**src/rtl/cpu_pkg.sv**
```systemverilog
// ============================================================================
// Module   : cpu_pkg
// Brief    : Shared constants and IF/ID bundle type for the pipelined core.
// Revision : 1.0 - initial release
// ============================================================================
`default_nettype none

package cpu_pkg;

  localparam logic [31:0] C_RESET_PC  = 32'h0000_3000;
  localparam logic [31:0] C_IM_BASE   = 32'h0000_3000;
  localparam int unsigned C_IM_DEPTH  = 4096;
  localparam logic [31:0] C_NOP_INSTR = 32'h0000_0000;

  typedef struct packed {
    logic [31:0] instr;
    logic [31:0] pc;
    logic        valid;
    logic        adel;
  } if_id_t;

  localparam int unsigned C_IF_ID_W = $bits(if_id_t);

endpackage

`default_nettype wire

```
**src/rtl/if_id_reg.sv**
```systemverilog
// ============================================================================
// Module   : if_id_reg
// Brief    : Pipeline register with clear-over-stall priority and async reset.
// Revision : 1.0 - initial release
// ============================================================================
`default_nettype none

module if_id_reg
  import cpu_pkg::*;
#(
  parameter int unsigned WIDTH = C_IF_ID_W
) (
  input  logic             clk,
  input  logic             reset,
  input  logic             stall,
  input  logic             clr,
  input  logic [WIDTH-1:0] d,
  input  logic [WIDTH-1:0] bubble,
  output logic [WIDTH-1:0] q,
  output logic             load
);

  logic [WIDTH-1:0] r_q;

  // Clear beats stall so a flushed stage never keeps a stale instruction.
  always_ff @(posedge clk or posedge reset) begin
    if (reset) begin
      r_q <= '0;
    end else if (clr) begin
      r_q <= bubble;
    end else if (!stall) begin
      r_q <= d;
    end
  end

  assign q    = r_q;
  assign load = !clr && !stall;

endmodule

`default_nettype wire

```
**src/rtl/fetch_unit.sv**
```systemverilog
// ============================================================================
// Module   : fetch_unit
// Brief    : IF stage: PC register, next-PC mux, fetch error check, IF/ID reg.
// Revision : 1.0 - initial release
// ============================================================================
`default_nettype none

module fetch_unit
  import cpu_pkg::*;
#(
  parameter logic [31:0] RESET_PC = C_RESET_PC,
  parameter logic [31:0] IM_BASE  = C_IM_BASE,
  parameter int unsigned IM_DEPTH = C_IM_DEPTH
) (
  input  logic        clk,
  input  logic        reset,
  output logic [31:0] im_pc,
  input  logic [31:0] im_instr,
  input  logic        stall,
  input  logic        clr,
  input  logic        redirect_valid,
  input  logic [31:0] redirect_pc,
  output logic [31:0] if_pc,
  output logic [31:0] id_instr,
  output logic [31:0] id_pc,
  output logic        id_valid,
  output logic        id_adel,
  output logic [31:0] fetch_cnt
);

  // One bit wider than the address so a window ending at 2^32 still compares.
  localparam logic [32:0] C_IM_END = {1'b0, IM_BASE} + (33'(IM_DEPTH) << 2);

  logic [31:0] r_pc;
  logic [31:0] w_next_pc;
  logic        w_adel;
  logic        w_load;
  logic [31:0] r_fetch_cnt;
  if_id_t      w_fetch;
  if_id_t      w_bubble;
  if_id_t      w_id;

  assign w_adel = (r_pc[1:0] != 2'b00) || (r_pc < IM_BASE) ||
                  ({1'b0, r_pc} >= C_IM_END);

  // A stalled redirect is dropped here; ID re-asserts it once the stall ends.
  always_comb begin
    w_next_pc = r_pc + 32'd4;
    if (stall) begin
      w_next_pc = r_pc;
    end else if (redirect_valid) begin
      w_next_pc = redirect_pc;
    end
  end

  always_ff @(posedge clk or posedge reset) begin
    if (reset) begin
      r_pc <= RESET_PC;
    end else begin
      r_pc <= w_next_pc;
    end
  end

  always_comb begin
    w_fetch.instr  = w_adel ? C_NOP_INSTR : im_instr;
    w_fetch.pc     = r_pc;
    w_fetch.valid  = 1'b1;
    w_fetch.adel   = w_adel;
    w_bubble.instr = C_NOP_INSTR;
    w_bubble.pc    = r_pc;
    w_bubble.valid = 1'b0;
    w_bubble.adel  = 1'b0;
  end

  if_id_reg #(
    .WIDTH (C_IF_ID_W)
  ) u_if_id_reg (
    .clk    (clk),
    .reset  (reset),
    .stall  (stall),
    .clr    (clr),
    .d      (w_fetch),
    .bubble (w_bubble),
    .q      (w_id),
    .load   (w_load)
  );

  always_ff @(posedge clk or posedge reset) begin
    if (reset) begin
      r_fetch_cnt <= 32'd0;
    end else if (w_load) begin
      r_fetch_cnt <= r_fetch_cnt + 32'd1;
    end
  end

  assign im_pc     = r_pc;
  assign if_pc     = r_pc;
  assign id_instr  = w_id.instr;
  assign id_pc     = w_id.pc;
  assign id_valid  = w_id.valid;
  assign id_adel   = w_id.adel;
  assign fetch_cnt = r_fetch_cnt;

endmodule

`default_nettype wire

```
**config.mk**
```make
export PLATFORM = sky130hd
export DESIGN_NAME = fetch_unit
export DESIGN_NICKNAME = d
export VERILOG_FILES = /design/src/rtl/cpu_pkg.sv /design/src/rtl/if_id_reg.sv /design/src/rtl/fetch_unit.sv
export SDC_FILE = /design/constraint.sdc
export NUM_CORES = 1
export LEC_CHECK = 0
export BUFFER_PORTS_ARGS = -buffer_cell sky130_fd_sc_hd__buf_2
export CAP_MARGIN = 40
export CORE_ASPECT_RATIO = 2
export CORE_MARGIN = 2
export CORE_UTILIZATION = 51
export DETAILED_ROUTE_END_ITERATION = 6
export PLACE_DENSITY_LB_ADDON = 0.15
export SYNTH_ARGS = -nofsm -noshare
export SYNTH_HDL_FRONTEND = slang
export SYNTH_SLANG_ARGS = --single-unit
```
**constraint.sdc**
```tcl
create_clock -name clk -period 5.4 [get_ports clk]
set_input_delay 0.81 -clock clk [delete_from_list [all_inputs] [get_ports clk]]
set_output_delay 0.81 -clock clk [all_outputs]
set_load 0.01 [all_outputs]
```
# Yosys cells after proc, flatten, opt, wreduce, memory -nomap -nowiden
# Index checks and enable logic that the tools add are counted.
[totals]
ff_bits = 130
in_bits = 69
output_inout_bits = 162
wordCells = 18
[classes]
addsub = 2
magnitude_cmp = 2
n_eq_ne = 1
n_mux = 4
reduce_logical = 6
[ops]
columns = ["op", "count"]
rows = [
  ["$mux 66", 2],
  ["$mux 32", 2],
  ["$add 32x1->32 const B", 1],
  ["$add 32x3->32 const B", 1],
  ["$ge 32x15->1 const B", 1],
  ["$lt 32x14->1 const B", 1],
  ["$logic_not 1->1", 2],
  ["$logic_or 1x1->1", 2],
  ["$ne 2x1->1 const B", 1],
  ["$reduce_bool 2->1", 1],
  ["$logic_and 1x1->1", 1],
]

# Logic depth before layout (Yosys ltp)
[depth]
depth_word = 6
mapped_depth = 7
mapped_depth_nobuf = 5

# Cells and area by module
# Synthesis repeated with hierarchy kept, for this count alone.
[unflattened]
hier_cells = 775
hier_area_um2 = 7298.2
[by_module_without_submodules]
columns = ["module", "n_inst", "cells_each", "area_each_um2", "seq_area_each_um2"]
rows = [
  ["fetch_unit", 1, 487, 4232.8, 1604.0],
  ["if_id_reg", 1, 288, 3065.4, 1651.6],
]

# Worst setup path after synthesis
# Ideal clock, no wire load.
[synth_timing]
path_type = "input port to flip-flop"
start = "input clr"
end = "register r_fetch_cnt[18], in the netlist fetch_cnt[18]"
setup_time_ns = 0.126
arrival_ns = 2.000
required_ns = 5.274
path_slack_ns = 3.274
stages = 7
path_buffers = 3
cell_sequence = "buf_2 nor4bb_1 buf_2 and4_1 buf_2 nand4_1 xnor2_1"
[synth_between]
elab_chain_cells = 2
[synth_rtl]
columns = ["element", "line", "rtl"]
rows = [
  ["from (decl)", "fetch_unit.sv:20", "input logic clr,"],
  ["$logic_not 1->1", "if_id_reg.sv:37", "assign load = !clr && !stall;"],
  ["$logic_and 1x1->1", "if_id_reg.sv:37", ""],
  ["to (signal assigned)", "fetch_unit.sv:92", "r_fetch_cnt <= r_fetch_cnt + 32'd1;"],
  ["to (decl)", "fetch_unit.sv:38", "logic [31:0] r_fetch_cnt;"],
]
# No other way between the ends.
# A chain may end at the register's enable or synchronous reset.

==> key figures <==
Finish
  • Register Area: 0.00326 mm²
  • Area of the multi-input gates: 0.00281 mm²
  • # fillers: 1096
  • Area growth syn-to-layout: 23.5%
  • Commonest non-fill, non-tap cell in the layout: buf_2
  • Nets@finish: 935
  • Layout cell share with drive strength beyond 1: 35.0%
  • ANT cells: 0
  • Most frequent cells in the layout: 230 x buf_2, 128 x dfrtp_1, 73 x nand2_1

Clock network
  • Max clock buf depth: 2
  • Root Buffer: clkbuf_16
  • CTS Hold Bufs: 0
  • Num CTS Buffers: 17
  • Worst-Skew Late Latency: 0.42 ns
  • Register clock-pin slew on the reported worst setup and hold paths: 0.06 ns
  • # resized after CTS: 0
  • Htree depth: 4
  • Clk sinks: 130
  • TritonCTS clock tree: done
  • Post-CTS setup buffer count: 0

Synthesis
  • Area share of the largest cell type after synthesis: 48.1%
  • Post-synth ARST share: 100%
  • Post-synth top area cell: dfrtp_1
  • Xor and xnor fraction of the mapped netlist area: 4.08%
  • Syn Std Cell Area: 0.00666 mm²
  • Seq/Total Area, Yosys: 48.9%
  • Post-synthesis cell count: 687
  • Syn Nets: 759
  • Synth area leaders: dfrtp_1 48%, mux2_2 4.6%, nand2_1 4.1%
  • Largest family of logic cells by synthesized area: simple AND/OR/NAND/NOR gates
  • Simple-gate share of the synthesized area: 20.9%
  • Post-synthesis compound-gate area fraction: 11.7%
  • Synth unique cells: 62
  • Post-synthesis register bit count: 130
  • Adder-cell area share of the yosys netlist: 0.564%
  • Dominant synthesized flop cell: dfrtp_1
  • Mux cell area share after synthesis: 4.87%
  • Post-synth EDFFs: 0
  • Synth warn: 0
  • Avg Synthesized Cell Area: 9.69 µm²

Status
  • Status: complete, no violations

Timing
  • Relative slew slack: 39.9%
  • RSZ-0062 raised after global routing: false
  • Slew Viols, Final: 0
  • Setup-failing EPs final: 0
  • Clk_skew: 0.0126 ns
  • Setup_tns: 0 ns
  • Fin. Hold Viols: 0
  • Max Clk Rate: 432 MHz
  • Final worst-path cycle share: 42.8%
  • Slew @ Worst Pin: 0.902 ns
  • Minimum clock period: 2.31 ns
  • Final setup margin: 3.09 ns

Routing
  • Post-route ant nets: 0
  • DR pass1 iterations: 6
  • Met3 WL: 1060 µm
  • Top routing layer in use: met4
  • # DRC: 0
  • WL met2: 10200 µm
  • Routed wire length: 18700 µm
  • Met1 Wirelength: 6770 µm
  • Wirelength per Cell: 18.2 µm
  • Vias: 5966
  • Detailed-route vias per instance: 5.81
  • Iteration-0 DRC Markers: 414

Setup path
  • R2R cell count: 5
  • CP Capture Type: register
  • Startpoint Class: input port
  • R2R setup slack: 3.10 ns
  • Worst reg2reg startpoint: if_pc[27]$_DFFE_PP0N_
  • Max Fanout on Critical Path: 108
  • Critical Path RT: 5.69 ns
  • Setup CP Type: input port to register
  • Reg-to-reg endpoint: u_if_id_reg.q[50]$_DFFE_PP0P_
  • CP Data Arrival Time: 2.61 ns

Floorplan
  • I/O Pins: 231
  • Starting Density: 51.5%
  • Core ar.: 0.0129 mm²
  • Row cnt: 59
  • Die height: 166 µm
  • Die footprint: 0.0140 mm²
  • Die width: 84.8 µm

Hold path
  • Worst hold endpoint: fetch_cnt[31]$_DFFE_PP0P_
  • Hold crit path type: register to register
  • Hold path startpoint: fetch_cnt[31]$_DFFE_PP0P_
  • Hold Crit Depth: 1

Global route
  • Vias in the first global route: 5776
  • Initial antenna violation count: 0
  • Largest net degree at the start of global routing: 109
  • Total GRT Usage: 27.0%
  • Global-route wire length before repair: 30000 µm
  • GRT overflow: 0

Power and ir drop
  • PD cells: 347 mW/mm²
  • Leakage power: 3.98 nW
  • Maximum vdd ir drop: 0.268 mV

Placed design
  • Detailed placement HPWL: 13500 µm
  • RePlAce Congestion: 0.921
  • Port bufs: 230
  • DP Worst Slack: 2.68 ns

Job
  • Max-cap violations: 0
[critical path: stages]
cell and delay, ns:
buf_2 0.10, buf_4 0.69, nor2b_1 0.41, a22o_1 0.31, a211o_1 0.27
[state kept, by name, indices dropped and copies added, names as in the netlist]
register / count
u_if_id_reg.q: 66
if_pc: 32
fetch_cnt: 32
[routing by layer]
layer / GRT usage (%) / vias up
li1: - / 2779
met1: 31.1 / 2878
met2: 48.1 / 266
met3: 4.42 / 43
met4: 13.0 / 0
met5: 0 / -
[cell families after synthesis]
kind of cell             Yosys count
XOR/XNOR                          31
adder cells (fa/ha/maj)            3
buffers and inverters            121
multiplexers                      29
flip-flops                       130
AO/OA/AOI/OAI                    124
AND/OR/NAND/NOR                  249
[synth_stat cells (all sizes together) (4+ instances only)]
master,number
or4,32
inv,43
nor3,21
o21ai,24
and4,12
o211ai,11
nor2,28
dfrtp,128
mux2,27
nand2,73
xnor2,19
buf,55
a21oi,48
xor2,12
o22ai,4
nand4,24
nand3,20
and3,12
a32oi,4
clkbuf,23
a22oi,4
nor4,7
a31oi,4
[area by class of cell]
type	instances	area share, %
tap	152	2.31
timing repair buffer	235	14.6
sequential	130	39.6
inverter	43	2.02
multi-input combinational	436	34.2
clock inverter	12	1.93
clock buffer	18	5.34
[power by group]
| part | internal [W] | switching, W | total (W) |
|---|---|---|---|
| Sequential | 0.00107 | 0.000136 | 0.00121 |
| Combinational | 0.000208 | 0.000260 | 0.000468 |
| Clock | 0.000735 | 0.000439 | 0.00117 |
| Total | 0.00202 | 0.000834 | 0.00285 |
[worst max path at each step]
stage                                     start                            end  slack (ns)  cells after the start
after floorplan                           reset       fetch_cnt[0]$_DFFE_PP0P_        1.12                      1
after global placement                    stall          if_pc[28]$_DFFE_PP0N_        2.70                      5
after detailed placement                  stall          if_pc[28]$_DFFE_PP0N_        2.68                      5
after CTS                 if_pc[23]$_DFFE_PP0N_  u_if_id_reg.q[50]$_DFFE_PP0P_        3.06                      4
after global routing      if_pc[23]$_DFFE_PP0N_  u_if_id_reg.q[46]$_DFFE_PP0P_        2.90                      4
final                                     stall          if_pc[28]$_DFFE_PP0N_        3.09                      5
[per-stage QoR]
step                power, W  hold WS [ns]  cell area, µm²  utilization [%]  std cells
floorplan            0.00151         0.504            6660                -        687
global placement     0.00168         0.459            7600             58.9        995
detailed placement   0.00170         0.456            7620             59.0        996
CTS                  0.00287         0.468            8220             63.6       1026
global route         0.00297         0.493            8220             63.6       1026
finish               0.00285         0.465            8220             63.6       1026
No activity file was read; power rests on OpenSTA's default activity.
